**config.mk**
```make
export PLATFORM = sky130hd
export DESIGN_NAME = hilo_div_unit
export DESIGN_NICKNAME = d
export VERILOG_FILES = /design/src/rtl/hilo_div_unit.sv
export SDC_FILE = /design/constraint.sdc
export NUM_CORES = 1
export LEC_CHECK = 0
export ABC_AREA = 1
export BUFFER_PORTS_ARGS = -buffer_cell sky130_fd_sc_hd__buf_4
export CORE_UTILIZATION = 55
export CTS_CLUSTER_DIAMETER = 80
export DETAILED_ROUTE_END_ITERATION = 10
export PLACE_DENSITY_LB_ADDON = 0.25
export SLEW_MARGIN = 15
export SYNTH_ARGS = -nofsm -noshare
export SYNTH_HDL_FRONTEND = slang
export SYNTH_SLANG_ARGS = --single-unit
```
**constraint.sdc**
```tcl
create_clock -name clk -period 4.5 [get_ports clk]
set_input_delay 1.35 -clock clk [delete_from_list [all_inputs] [get_ports clk]]
set_output_delay 1.35 -clock clk [all_outputs]
set_load 0.02 [all_outputs]
```
**src/rtl/hilo_div_unit.sv**
```systemverilog
// Iterative restoring divider for MIPS DIV/DIVU: quotient to lo, remainder to hi.
// One quotient bit per cycle; divide-by-zero short-circuits to a one-cycle result.
module hilo_div_unit #(
   parameter int unsigned WIDTH = 32,
   parameter int unsigned CNT_W = 6
) (
   input  logic             clk,
   input  logic             resetn,
   input  logic             start,
   input  logic             signed_div,
   input  logic             annul,
   input  logic [WIDTH-1:0] a,
   input  logic [WIDTH-1:0] b,
   output logic             busy,
   output logic             result_ready,
   output logic [WIDTH-1:0] hi,
   output logic [WIDTH-1:0] lo
);

   typedef enum logic [1:0] {StIdle, StDivZero, StOn, StDone} state_e;

   state_e           state_q, state_d;
   logic [CNT_W-1:0] cnt_q, cnt_d;
   logic [WIDTH-1:0] rem_q, rem_d;
   logic [WIDTH-1:0] quot_q, quot_d;
   logic [WIDTH-1:0] dvsr_q, dvsr_d;
   logic             qneg_q, qneg_d;
   logic             rneg_q, rneg_d;
   logic [WIDTH-1:0] hi_q, hi_d;
   logic [WIDTH-1:0] lo_q, lo_d;

   logic [WIDTH:0]   shifted;
   logic [WIDTH:0]   trial;
   logic [WIDTH-1:0] step_rem;
   logic [WIDTH-1:0] step_quot;
   logic [WIDTH-1:0] a_mag;
   logic [WIDTH-1:0] b_mag;

   always_comb begin
      // One restoring step on {rem, quot}
      shifted   = {rem_q, quot_q[WIDTH-1]};
      trial     = shifted - {1'b0, dvsr_q};
      step_rem  = trial[WIDTH] ? shifted[WIDTH-1:0] : trial[WIDTH-1:0];
      step_quot = {quot_q[WIDTH-2:0], ~trial[WIDTH]};

      a_mag = (signed_div && a[WIDTH-1]) ? ({WIDTH{1'b0}} - a) : a;
      b_mag = (signed_div && b[WIDTH-1]) ? ({WIDTH{1'b0}} - b) : b;

      state_d = state_q;
      cnt_d   = cnt_q;
      rem_d   = rem_q;
      quot_d  = quot_q;
      dvsr_d  = dvsr_q;
      qneg_d  = qneg_q;
      rneg_d  = rneg_q;
      hi_d    = hi_q;
      lo_d    = lo_q;

      unique case (state_q)
         StIdle: begin
            if (start) begin
               qneg_d = signed_div & (a[WIDTH-1] ^ b[WIDTH-1]);
               rneg_d = signed_div & a[WIDTH-1];
               quot_d = a_mag;
               rem_d  = '0;
               dvsr_d = b_mag;
               cnt_d  = '0;
               if (b == '0) begin
                  state_d = StDivZero;
                  lo_d    = '1;
                  hi_d    = a;
               end else begin
                  state_d = StOn;
               end
            end
         end
         StOn: begin
            rem_d  = step_rem;
            quot_d = step_quot;
            if (cnt_q == CNT_W'(WIDTH - 1)) begin
               state_d = StDone;
               lo_d    = qneg_q ? ({WIDTH{1'b0}} - step_quot) : step_quot;
               hi_d    = rneg_q ? ({WIDTH{1'b0}} - step_rem) : step_rem;
            end else begin
               cnt_d = cnt_q + 1'b1;
            end
         end
         StDone, StDivZero: state_d = StIdle;
         default: state_d = StIdle;
      endcase

      // Flush wins over everything, including a start in the same cycle
      if (annul) begin
         state_d = StIdle;
         hi_d    = hi_q;
         lo_d    = lo_q;
      end
   end

   always_ff @(posedge clk or negedge resetn) begin
      if (!resetn) begin
         state_q <= StIdle;
         cnt_q   <= '0;
         rem_q   <= '0;
         quot_q  <= '0;
         dvsr_q  <= '0;
         qneg_q  <= 1'b0;
         rneg_q  <= 1'b0;
         hi_q    <= '0;
         lo_q    <= '0;
      end else begin
         state_q <= state_d;
         cnt_q   <= cnt_d;
         rem_q   <= rem_d;
         quot_q  <= quot_d;
         dvsr_q  <= dvsr_d;
         qneg_q  <= qneg_d;
         rneg_q  <= rneg_d;
         hi_q    <= hi_d;
         lo_q    <= lo_d;
      end
   end

   assign busy         = (state_q != StIdle);
   assign result_ready = (state_q == StDone) || (state_q == StDivZero);
   assign hi           = hi_q;
   assign lo           = lo_q;

endmodule

```
==> summary.txt, run 1 <==
Floorplanning
  • Die width: around 160 um
  • Io pins: 135
  • Starting Density: approximately 56%
  • DIE HEIGHT: approximately 160 um
  • FP Rows: 56
  • Core outline area: around 24000 um^2
  • Total Die Area: ~25000 um^2

Routing
  • DRC Markers: 0
  • First-pass iteration count of the detailed router: 6
  • Initial DRC Count: between 1k and 1.5k
  • WL final: between 40000 and 50000 um
  • Vias per cell: approximately 5.7
  • Final ANT Viol Nets: 0
  • Via count: ~14k
  • Avg WL per Cell: 16.80 um

Placement
  • RePlAce Congestion: 0.9310
  • Area post-placement: ~15000 um^2
  • DPL Wire Length: around 32000 um
  • Buffers on Ports: about 130
  • Cells after DPL: between 2k and 2.5k
  • DP Worst Slack: just over 0.3 ns

Synth
  • Seq/Total Area, Yosys: roughly a third
  • Async set or reset register ratio after synthesis: 100.0%
  • Syn Area/Cell: around 6.4 um^2
  • Cell with the most instances after synthesis: nand2_1
  • Share of the synthesized area in the top cell type: about a third
  • Largest cells by area after synthesis: dfrtp_1 32%, nand2_1 18%, inv_1 7.7%
  • Yosys warns: 0
  • Mapped cell area: about 13000 um^2
  • Cell taking the most area after synthesis: dfrtp_1
  • Post-synthesis net count: around 2.2k
  • Mapped Cells: 2094
  • Post-synth top cells: 635 x nand2_1, 276 x inv_1, 196 x nor2_1
  • Number of flops mapped to enable cells by yosys: 0
  • Post-synth top flop: dfrtp_1
  • Distinct cells, synth: 62
  • #FFs+latches synth: between 150 and 200

Final layout
  • Area delta synth->final: 14.12%
  • Fraction of layout cells with a size suffix above 1: a little under an eighth
  • Multi-input gate area: between 7000 and 8000 um^2
  • Sequential cell area: 4254 um^2
  • Filler cells: around 2.2k
  • Post-Layout Cell Count: 2531
  • Design area: around 15000 um^2
  • Utilization after layout: 64.43%
  • N_diodes: 0
  • Nets: 2306

Setup path
  • CP Class: reg2reg
  • Reg-to-Reg Start: quot_q[31]
  • Critical register-to-register path endpoint: lo[26]
  • Reg-to-reg setup timing slack: about 0.50 ns
  • Largest fanout on the critical path: 10
  • Crit path launch: quot_q[31]
  • CP endpoint: lo[26]
  • Crit. End Element: flip-flop
  • CP required: around 4.9 ns
  • Startpoint types: flip-flop
  • Worst EP arrival: 4.37 ns
  • R2R cell count: 24

GRT
  • Pin count of the biggest net entering global routing: 84
  • Antenna violations before repair: 0
  • First-pass GRT wire length: ~68000 um
  • Total GRT Usage: 35.23%
  • Grt ovf: 0
  • Vias in the first global route: roughly 13k

CTS
  • CTS HTree Levels: 4
  • Worst-Skew Late Latency: about 0.45 ns
  • TritonCTS Buffers: 17
  • Clock Tree Buf Depth: 2
  • Clock-pin slew on the worst setup and hold paths: 0.09 ns
  • Clock sinks: 170
  • CTS root buf: clkbuf_16
  • CTS tree: done
  • Setup Buffers After CTS: 0

Timing
  • Final WS setup: 0.5019 ns
  • FMAX: between 200 and 300 MHz
  • # setup viols final: 0
  • Post-route clock period utilization: roughly nine tenths
  • Skew final: between 0.015 and 0.02 ns
  • Slew @ Worst Pin: approximately 0.90 ns
  • Final hold vios: 0
  • Fin. max-slew vios: 0
  • RSZ-0062 raised after global routing: false
  • Fin Setup TNS: 0 ns
  • Rel. slew slack: about 40%
  • Final Critical Period: ~4.0 ns

Worst hold path
  • Worst Hold Class: reg2reg

Power and ir drop
  • IR drop worst, VDD: roughly 0.00055 V
  • Pleak: just under 0.008 uW
  • Pwr Density: slightly above 800 nW/um^2

Run status
  • Status: complete, no violations

Flow run
  • Max-capacitance violation count: 0
[layout by cell type, fill, tap and decap left out, types with 4 or more instances in the layout]
cell type and count:
nor3_1 61, dfrtp_1 170, nand2_1 634, nand4_1 20
nor4_1 8, clkbuf_16 17, nand3b_1 11, xnor2_1 20
nand2_4 6, o21a_1 4, inv_8 5, a31oi_1 6
a21oi_1 95, nor2_2 10, o21ai_2 5, inv_1 275
xor2_1 21, inv_2 9, nand2_2 15, buf_4 155
o22ai_1 30, o21bai_1 4, o21ai_1 15, nand3_1 154
a2bb2oi_1 4, o21ai_0 138, ha_1 37, a21oi_2 4
nor2_1 195, o211ai_1 18
[cell families after synthesis]
logic type | Yosys count | synth area share, %
DFF | 170 | 31.81
adders and majority gates | 38 | 3.612
xor gates and xnor gates | 41 | 2.686
and+or+nand+nor | 1134 | 36.01
AOI/OAI and AO/OA | 354 | 15.35
buffers and inverters | 357 | 10.54
[worst max-delay path, stage by stage, from the launching register on]
cell,delay (ns)
dfrtp_1,0.39
inv_1,0.08
ha_1,0.15
inv_1,0.07
fa_1,0.42
nand2_1,0.10
nand2_1,0.08
nand3_1,0.11
nand2_2,0.08
nand2_1,0.10
nand2_2,0.09
nand2_4,0.11
nand3_4,0.15
nand2_4,0.18
ha_1,0.22
nand4_1,0.15
nor3_2,0.27
nand2_1,0.17
nor2_1,0.20
nor2_1,0.11
a21oi_2,0.19
o21ai_0,0.15
o21ai_0,0.19
a21oi_1,0.05
o21ai_0,0.16
[repair_timing]
action,CTS,global route
gates resized for setup,0,2
hold buffers,0,0
setup endpoints to repair,0,2
[worst min-delay path by stage]
stage                          start    endpoint  slack, ns  depth (start not counted)
after floorplan           dvsr_q[10]  dvsr_q[10]       0.45                          2
after global placement         lo[6]       lo[6]       0.46                          2
after detailed placement       lo[4]       lo[4]       0.46                          2
after CTS                      lo[4]       lo[4]       0.48                          2
after global routing           lo[4]       lo[4]       0.49                          2
final                          lo[4]       lo[4]       0.48                          2
[area by class of cell]
class | count | share of cell area (%)
Tap cell | 319 | 2.616
Clock inverter | 14 | 1.123
Timing Repair Buffer | 157 | 7.830
Clock buffer | 18 | 2.878
Inverter | 286 | 7.035
Sequential cell | 170 | 27.88
Multi-Input combinational cell | 1567 | 50.64
[report_power, final]
part / switching, uW / internal [uW] / total, uW
registers: 591 / 2210 / 2800
logic: 5590 / 2650 / 8240
clock network: 746 / 814 / 1560
total: 6930 / 5680 / 12600
[routing by layer]
metal / up-vias / part of all wire [%] / global-route usage [%] / routed length (um)
li1: 7020 / - / - / -
met1: 6684 / 44 / 49.34 / 18830
met2: 663 / 45 / 55.72 / 19040
met3: 89 / 8.4 / 5.229 / 3580
met4: 0 / 2.5 / 11.19 / 1083
met5: - / 0 / 0 / 0
[registers in the layout, summed over array words and instances (netlist names)]
signal / cells
rneg_q: 1
dvsr_q: 32
hi: 32
quot_q: 32
cnt_q: 6
state_q: 2
lo: 32
rem_q: 32
qneg_q: 1
[per-stage QoR]
step	hold slack, ns	power [uW]
after CTS	0.4803	12450
after global routing	0.4890	13690
after detailed placement	0.4600	10840
after floorplan	0.4530	8539
final	0.4758	12610
after global placement	0.4601	10700
Note: power is estimated with default switching activity, not from simulation.
==> run 2: changes to the inputs <==
--- a/config.mk
+++ b/config.mk
@@ -11,6 +11,7 @@
 export CTS_CLUSTER_DIAMETER = 80
 export DETAILED_ROUTE_END_ITERATION = 10
 export PLACE_DENSITY_LB_ADDON = 0.25
+export RECOVER_POWER = 25
 export SLEW_MARGIN = 15
 export SYNTH_ARGS = -nofsm -noshare
 export SYNTH_HDL_FRONTEND = slang
==> summary.txt, run 2 (synthesized netlist as in run 1, its figures left out) <==
GRT
  • First-pass GRT wire length: 68190 um (unchanged)
  • Vias in the first global route: 13.47k (unchanged)
  • Antenna violations before repair: 0 (unchanged)
  • Grt ovf: 0 (unchanged)
  • Total GRT Usage: 35.23% (unchanged)
  • Pin count of the biggest net entering global routing: 84 (unchanged)

Routing
  • Final ANT Viol Nets: 0 (unchanged)
  • First-pass iteration count of the detailed router: 6 (unchanged)
  • Vias per cell: 5.712 (about the same)
  • WL final: 42470 um (was 42530 um)
  • Initial DRC Count: 1460 (unchanged)
  • DRC Markers: 0 (unchanged)
  • Avg WL per Cell: 16.78 um (was 16.80 um)
  • Via count: 14.46k (about the same)

CTS
  • Worst-Skew Late Latency: 0.45 ns (about the same)
  • Clock Tree Buf Depth: 2 (unchanged)
  • CTS HTree Levels: 4 (unchanged)
  • CTS root buf: clkbuf_16 (unchanged)
  • TritonCTS Buffers: 17 (unchanged)
  • Number of hold buffers added after CTS: 0 (unchanged)
  • Setup Buffers After CTS: 0 (unchanged)
  • Clock sinks: 170 (unchanged)
  • Clock-pin slew on the worst setup and hold paths: 0.08 ns (was 0.09 ns)
  • CTS tree: done (unchanged)

Setup path
  • Critical-path cell with the highest stage delay: fa_1 (unchanged)
  • Crit path buf inv count: 2 (unchanged)
  • Reg-to-Reg Start: quot_q[31] (unchanged)
  • CP Class: reg2reg (unchanged)
  • Startpoint types: flip-flop (unchanged)
  • Crit. End Element: flip-flop (unchanged)
  • Critical register-to-register path endpoint: lo[26] (unchanged)
  • Worst EP arrival: 4.37 ns (about the same)
  • CP endpoint: lo[26] (unchanged)
  • Crit-path cells: inv_1 > ha_1 > inv_1 > fa_1 > nand2_1 > nand2_1 > nand3_1 > nand2_2 > nand2_1 > nand2_2 > nand2_4 > nand3_4 > nand2_4 > ha_1 > nand4_1 > nor3_2 > nand2_1 > nor2_1 > nor2_1 > a21oi_2 > o21ai_0 > o21ai_0 > a21oi_1 > o21ai_0 (unchanged)
  • Crit path launch: quot_q[31] (unchanged)
  • Worst path depth: 24 (unchanged)
  • R2R cell count: 24 (unchanged)
  • CP required: 4.87 ns (about the same)
  • CP dominant cell by count: nand2_1 (unchanged)
  • Reg-to-reg setup timing slack: 0.50 ns (about the same)
  • CP max stage delay: 0.42 ns (about the same)
  • Top Family by Delay on Critical Path: simple AND/OR/NAND/NOR gates (unchanged)
  • Largest fanout on the critical path: 10 (unchanged)

Timing
  • Hold_ws: 0.4759 ns (was 0.4758 ns)
  • Post-route clock period utilization: 88.89% (was 88.85%)
  • Slew @ Worst Pin: 1.876 ns (was 0.9005 ns)
  • Fin Setup TNS: 0 ns (unchanged)
  • Skew final: 0.01793 ns (was 0.01912 ns)
  • # setup viols final: 0 (unchanged)
  • Final hold vios: 0 (unchanged)
  • RSZ-0062 raised after global routing: false (unchanged)
  • Rel. slew slack: -25.08% (was 39.97%)
  • Fin. max-slew vios: 71 (was 0)
  • Final Critical Period: 4.000 ns (was 3.998 ns)
  • FMAX: 250.0 MHz (was 250.1 MHz)

Final layout
  • N_diodes: 0 (unchanged)
  • Most frequent cells in the layout: 634 x nand2_1, 275 x inv_1, 195 x nor2_1 (unchanged)
  • Utilization after layout: 64.41% (was 64.43%)
  • Area delta synth->final: 14.07% (was 14.12%)
  • Fraction of layout cells with a size suffix above 1: 11.30% (unchanged)
  • Nets: 2306 (unchanged)
  • Most common cell after layout, fill and taps aside: nand2_1 (unchanged)
  • Post-Layout Cell Count: 2531 (unchanged)

Floorplanning
  • DIE HEIGHT: 157.9 um (unchanged)
  • Io pins: 135 (unchanged)
  • Core outline area: 23680 um^2 (unchanged)
  • Starting Density: 56.46% (unchanged)
  • Die width: 157.9 um (unchanged)
  • FP Rows: 56 (unchanged)
  • Total Die Area: 24940 um^2 (unchanged)

Worst hold path
  • Worst Hold Class: reg2reg (unchanged)

Placement
  • DPL Wire Length: 32470 um (unchanged)
  • Buffers on Ports: 134 (unchanged)
  • RePlAce Congestion: 0.9310 (unchanged)
  • Cells after DPL: 2499 (unchanged)

Flow run
  • Max-capacitance violation count: 1 (was 0)

Power and ir drop
  • IR drop worst, VDD: 0.0005433 V (was 0.0005452 V)
  • Pwr Density: 826.3 nW/um^2 (was 826.1 nW/um^2)
  • Total Power: 12600 uW (was 12610 uW)
  • Pleak: 0.007847 uW (was 0.007849 uW)

Run status
  • Status: complete, but fails checks (was complete, no violations)
  • Failing checks: max-capacitance violations, max-slew violations
==> run 2: layer usage <==
metal	part of all wire (%)	vias to the layer above	GRT usage (%)
met4	2.6	0	11.19
li1	-	7022	-
met2	45	667	55.72
met1	44	6678	49.34
met3	8.4	90	5.229
met5	0	-	0
==> run 2: how the worst min path moves through the flow <==
stage / startpoint / endpoint / slack, ns / depth (start not counted)
after detailed placement: lo[4] / lo[4] / 0.46 / 2
final: lo[4] / lo[4] / 0.48 / 2
after CTS: lo[4] / lo[4] / 0.48 / 2
after floorplan: dvsr_q[10] / dvsr_q[10] / 0.45 / 2
after global placement: lo[6] / lo[6] / 0.46 / 2
after global routing: lo[4] / lo[4] / 0.49 / 2
==> run 2: stage by stage <==
stage,area (um^2),worst slack [ns]
after floorplan,13370,0.8473
after global placement,14640,0.4366
after detailed placement,14640,0.3086
after CTS,15250,0.3944
after global routing,15250,0.08779
final,15250,0.5001
==> run 2: what timing repair did <==
item | CTS | global route
endpoints found under the hold margin | 0 | 0
setup endpoints to repair | 0 | 2
gates resized for setup | 0 | 2
==> run 2: report_power, final <==
group          switching [uW]  leakage (uW)  internal (uW)  total (uW)
sequential                589       0.00207           2210        2800
combinational            5590       0.00547           2650        8240
clock                     744      0.000301            814        1560
total                    6930       0.00785           5680       12600
==> run 2: layout make-up <==
type | count | area (um^2)
inverters | 286 | 1074
clock buffers | 18 | 439.2
multi-input cells | 1567 | 7727
fillers | 2222 | 8429
repair buffers | 157 | 1189
well taps | 319 | 399.1
flip-flops and latches | 170 | 4254
clock inverters | 14 | 171.4
==> run 2: worst reg2reg max path: stages (launching register included) <==
cell	delay, ns
dfrtp_1	0.39
inv_1	0.08
ha_1	0.15
inv_1	0.07
fa_1	0.42
nand2_1	0.10
nand2_1	0.08
nand3_1	0.11
nand2_2	0.08
nand2_1	0.10
nand2_2	0.09
nand2_4	0.11
nand3_4	0.15
nand2_4	0.18
ha_1	0.22
nand4_1	0.15
nor3_2	0.27
nand2_1	0.17
nor2_1	0.20
nor2_1	0.11
a21oi_2	0.19
o21ai_0	0.15
o21ai_0	0.19
a21oi_1	0.05
o21ai_0	0.16
==> run 3: changes to the inputs <==
--- a/config.mk
+++ b/config.mk
@@ -5,7 +5,6 @@
 export SDC_FILE = /design/constraint.sdc
 export NUM_CORES = 1
 export LEC_CHECK = 0
-export ABC_AREA = 1
 export BUFFER_PORTS_ARGS = -buffer_cell sky130_fd_sc_hd__buf_4
 export CORE_UTILIZATION = 55
 export CTS_CLUSTER_DIAMETER = 80
==> summary.txt, run 3 <==
Placement
  • DP Worst Slack: 0.04117 ns (was 0.3086 ns)
  • Cells after DPL: 1926 (was 2499)
  • Buffers on Ports: 134 (unchanged)
  • Area post-placement: 13840 um^2 (was 14640 um^2)
  • DPL Wire Length: 29980 um (was 32470 um)
  • RePlAce Congestion: 0.9675 (was 0.9310)

Routing
  • First-pass iteration count of the detailed router: 6 (unchanged)
  • WL final: 39590 um (was 42470 um)
  • Avg WL per Cell: 20.22 um (was 16.78 um)
  • Final ANT Viol Nets: 0 (unchanged)
  • DRC Markers: 0 (unchanged)
  • Via count: 12.16k (was 14.46k)
  • Initial DRC Count: 894 (was 1460)
  • Vias per cell: 6.212 (was 5.712)

CTS
  • CTS root buf: clkbuf_16 (unchanged)
  • CTS tree: done (unchanged)
  • Worst-Skew Late Latency: 0.45 ns (about the same)
  • Clock-pin slew on the worst setup and hold paths: 0.08 ns (about the same)
  • TritonCTS Buffers: 17 (unchanged)
  • Number of hold buffers added after CTS: 0 (unchanged)
  • CTS HTree Levels: 4 (unchanged)
  • Clock Tree Buf Depth: 2 (unchanged)
  • Clock sinks: 170 (unchanged)

Synth
  • Post-synth top flop: dfrtp_1 (unchanged)
  • Post-synthesis adder-cell area fraction: 3.943% (was 3.612%)
  • Synth Area in XOR/XNOR: 9.296% (was 2.686%)
  • Post-synthesis compound-gate area fraction: 22.81% (was 15.35%)
  • Post-synthesis mux area share: 3.504% (was 0%)
  • Mapped cell area: 12250 um^2 (was 13370 um^2)
  • Yosys warns: 0 (unchanged)
  • Syn Area/Cell: 8.021 um^2 (was 6.386 um^2)
  • Seq/Total Area, Yosys: 34.73% (was 31.81%)
  • Cell taking the most area after synthesis: dfrtp_1 (unchanged)
  • Distinct cells, synth: 75 (was 62)
  • Post-synth top cells: 176 x nand2_1, 170 x dfrtp_1, 155 x o21ai_0 (was 635 x nand2_1, 276 x inv_1, 196 x nor2_1)
  • Number of flops mapped to enable cells by yosys: 0 (unchanged)
  • Mapped Cells: 1527 (was 2094)
  • Post-synthesis net count: 1634 (was 2201)
  • Largest family of logic cells by synthesized area: compound AO/OA/AOI/OAI gates (was simple AND/OR/NAND/NOR gates)
  • Async set or reset register ratio after synthesis: 100.0% (unchanged)
  • Cell with the most instances after synthesis: nand2_1 (unchanged)
  • #FFs+latches synth: 170 (unchanged)
  • Share of the synthesized area in the top cell type: 34.73% (was 31.81%)
  • Simple-gate share of the synthesized area: 21.32% (was 36.01%)
  • Largest cells by area after synthesis: dfrtp_1 35%, o21ai_0 6.3%, a21oi_1 5.8% (was dfrtp_1 32%, nand2_1 18%, inv_1 7.7%)

Timing
  • # setup viols final: 0 (unchanged)
  • Final Critical Period: 4.429 ns (was 4.000 ns)
  • Final hold vios: 0 (unchanged)
  • Post-route clock period utilization: 98.42% (was 88.89%)
  • Final WS setup: 0.07115 ns (was 0.5001 ns)
  • Skew final: 0.02068 ns (was 0.01793 ns)
  • Fin. max-slew vios: 73 (was 71)
  • Slew @ Worst Pin: 1.964 ns (was 1.876 ns)
  • FMAX: 225.8 MHz (was 250.0 MHz)
  • Rel. slew slack: -30.91% (was -25.08%)
  • Hold_ws: 0.4829 ns (was 0.4759 ns)

Final layout
  • Post-Layout Cell Count: 1958 (was 2531)
  • Fraction of layout cells with a size suffix above 1: 16.21% (was 11.30%)
  • N_diodes: 0 (unchanged)
  • Filler cells: 1917 (was 2222)
  • Most common cell after layout, fill and taps aside: buf_4 (was nand2_1)
  • Most frequent cells in the layout: 200 x buf_4, 175 x nand2_1, 170 x dfrtp_1 (was 634 x nand2_1, 275 x inv_1, 195 x nor2_1)
  • Nets: 1772 (was 2306)
  • Area delta synth->final: 18.49% (was 14.07%)
  • Design area: 14510 um^2 (was 15250 um^2)

Worst hold path
  • Worst Hold Class: reg2reg (unchanged)

Run status
  • Failing checks: max-capacitance violations, max-slew violations (unchanged)
  • Status: complete, but fails checks (unchanged)

Floorplanning
  • Starting Density: 56.12% (was 56.46%)
  • Total Die Area: 22870 um^2 (was 24940 um^2)
  • Die width: 151.2 um (was 157.9 um)
  • Core outline area: 21820 um^2 (was 23680 um^2)
  • Io pins: 135 (unchanged)
  • FP Rows: 54 (was 56)
  • DIE HEIGHT: 151.2 um (was 157.9 um)

Setup path
  • Crit. End Element: flip-flop (unchanged)
  • CP required: 4.88 ns (was 4.87 ns)
  • Startpoint types: flip-flop (unchanged)
  • Worst EP arrival: 4.81 ns (was 4.37 ns)
  • Largest fanout on the critical path: 27 (was 10)
  • CP Class: reg2reg (unchanged)

GRT
  • Grt ovf: 0 (unchanged)
  • Pin count of the biggest net entering global routing: 95 (was 84)
  • Antenna violations before repair: 0 (unchanged)
  • First-pass GRT wire length: 61150 um (was 68190 um)
  • Total GRT Usage: 35.14% (was 35.23%)
  • Vias in the first global route: 11.41k (was 13.47k)

Power and ir drop
  • IR drop worst, VDD: 0.0004635 V (was 0.0005433 V)
  • Pwr Density: 734.9 nW/um^2 (was 826.3 nW/um^2)
  • Pleak: 0.006272 uW (was 0.007847 uW)
  • Total Power: 10670 uW (was 12600 uW)

Flow run
  • Max-capacitance violation count: 1 (unchanged)
## run 3: changes by cell type in the layout (fill, tap and decap cells not counted), sizes merged, moves of 45 or more
cell	previous run	this run
nor2	206	128
inv	292	59
buf	156	201
nand2	655	177
xnor2	20	66
nand3	157	49
## run 3: area by class of cell
| class | count | area, um^2 | area share (%) |
|---|---|---|---|
| multi-input combinational | 1220 | 7546 | 52.00 |
| inverter | 53 | 201.4 | 1.388 |
| clock inverter | 15 | 203.9 | 1.405 |
| clock buffer | 17 | 425.4 | 2.931 |
| sequential | 170 | 4254 | 29.31 |
| tap | 280 | 350.3 | 2.414 |
| timing repair buffer | 203 | 1531 | 10.55 |
## run 3: path summary, 6_finish.rpt
check	slack, ns	end	start	cells past startpoint
worst max-delay path	0.07	lo[29]	rem_q[28]	13
worst min-delay path	0.48	dvsr_q[25]	dvsr_q[25]	2
worst max register to register	0.07	lo[29]	rem_q[28]	13
worst min register to register	0.48	dvsr_q[25]	dvsr_q[25]	2
max in group asynchronous	0.91	hi[30]	resetn	2
min in group asynchronous	1.43	lo[28]	resetn	1
## run 3: critical path, stage by stage, from the launching register on
cell and delay [ns]:
dfrtp_1 0.41, ha_1 0.41, a21oi_1 0.25, o21bai_1 0.09, a221o_1 0.37, or3_1 0.39, o211a_4 0.29, buf_12 0.17
nor4b_1 0.65, nand4_1 0.31, or3_1 0.43, o311ai_0 0.29, o41ai_1 0.13, a21oi_1 0.15
## run 3: cell families after synthesis
kind of cell,Yosys count
adders and majority gates,38
buffers and inverters,137
and+or+nand+nor,546
muxes,42
xor gates and xnor gates,130
DFF,170
AOI/OAI and AO/OA,464
## run 3: report_power, final
part	internal, uW	leakage (uW)	switching (uW)
clock	809	0.000301	757
combinational	2680	0.00390	3900
sequential	2020	0.00207	503
total	5510	0.00627	5150
## run 3: metrics by stage
step,TNS (ns),utilization [%]
6_report,0,66.50
5_1_grt,-0.02985,66.50
4_1_cts,0,66.32
3_5_place_dp,0,63.44
3_3_place_gp,0,63.44
2_1_floorplan,0,-
## run 3: repair_timing
item,in CTS,in global routing
resized for setup,0,13
buffers inserted,0,0
endpoints found under the setup margin,0,15
## run 3: layer usage
metal | global-route usage [%] | part of all wire (%) | routed length [um]
met3 | 4.880 | 6.9 | 2743
met1 | 45.33 | 41 | 16210
met4 | 18.50 | 4.8 | 1919
met2 | 57.10 | 47 | 18720
met5 | 0 | 0 | 0
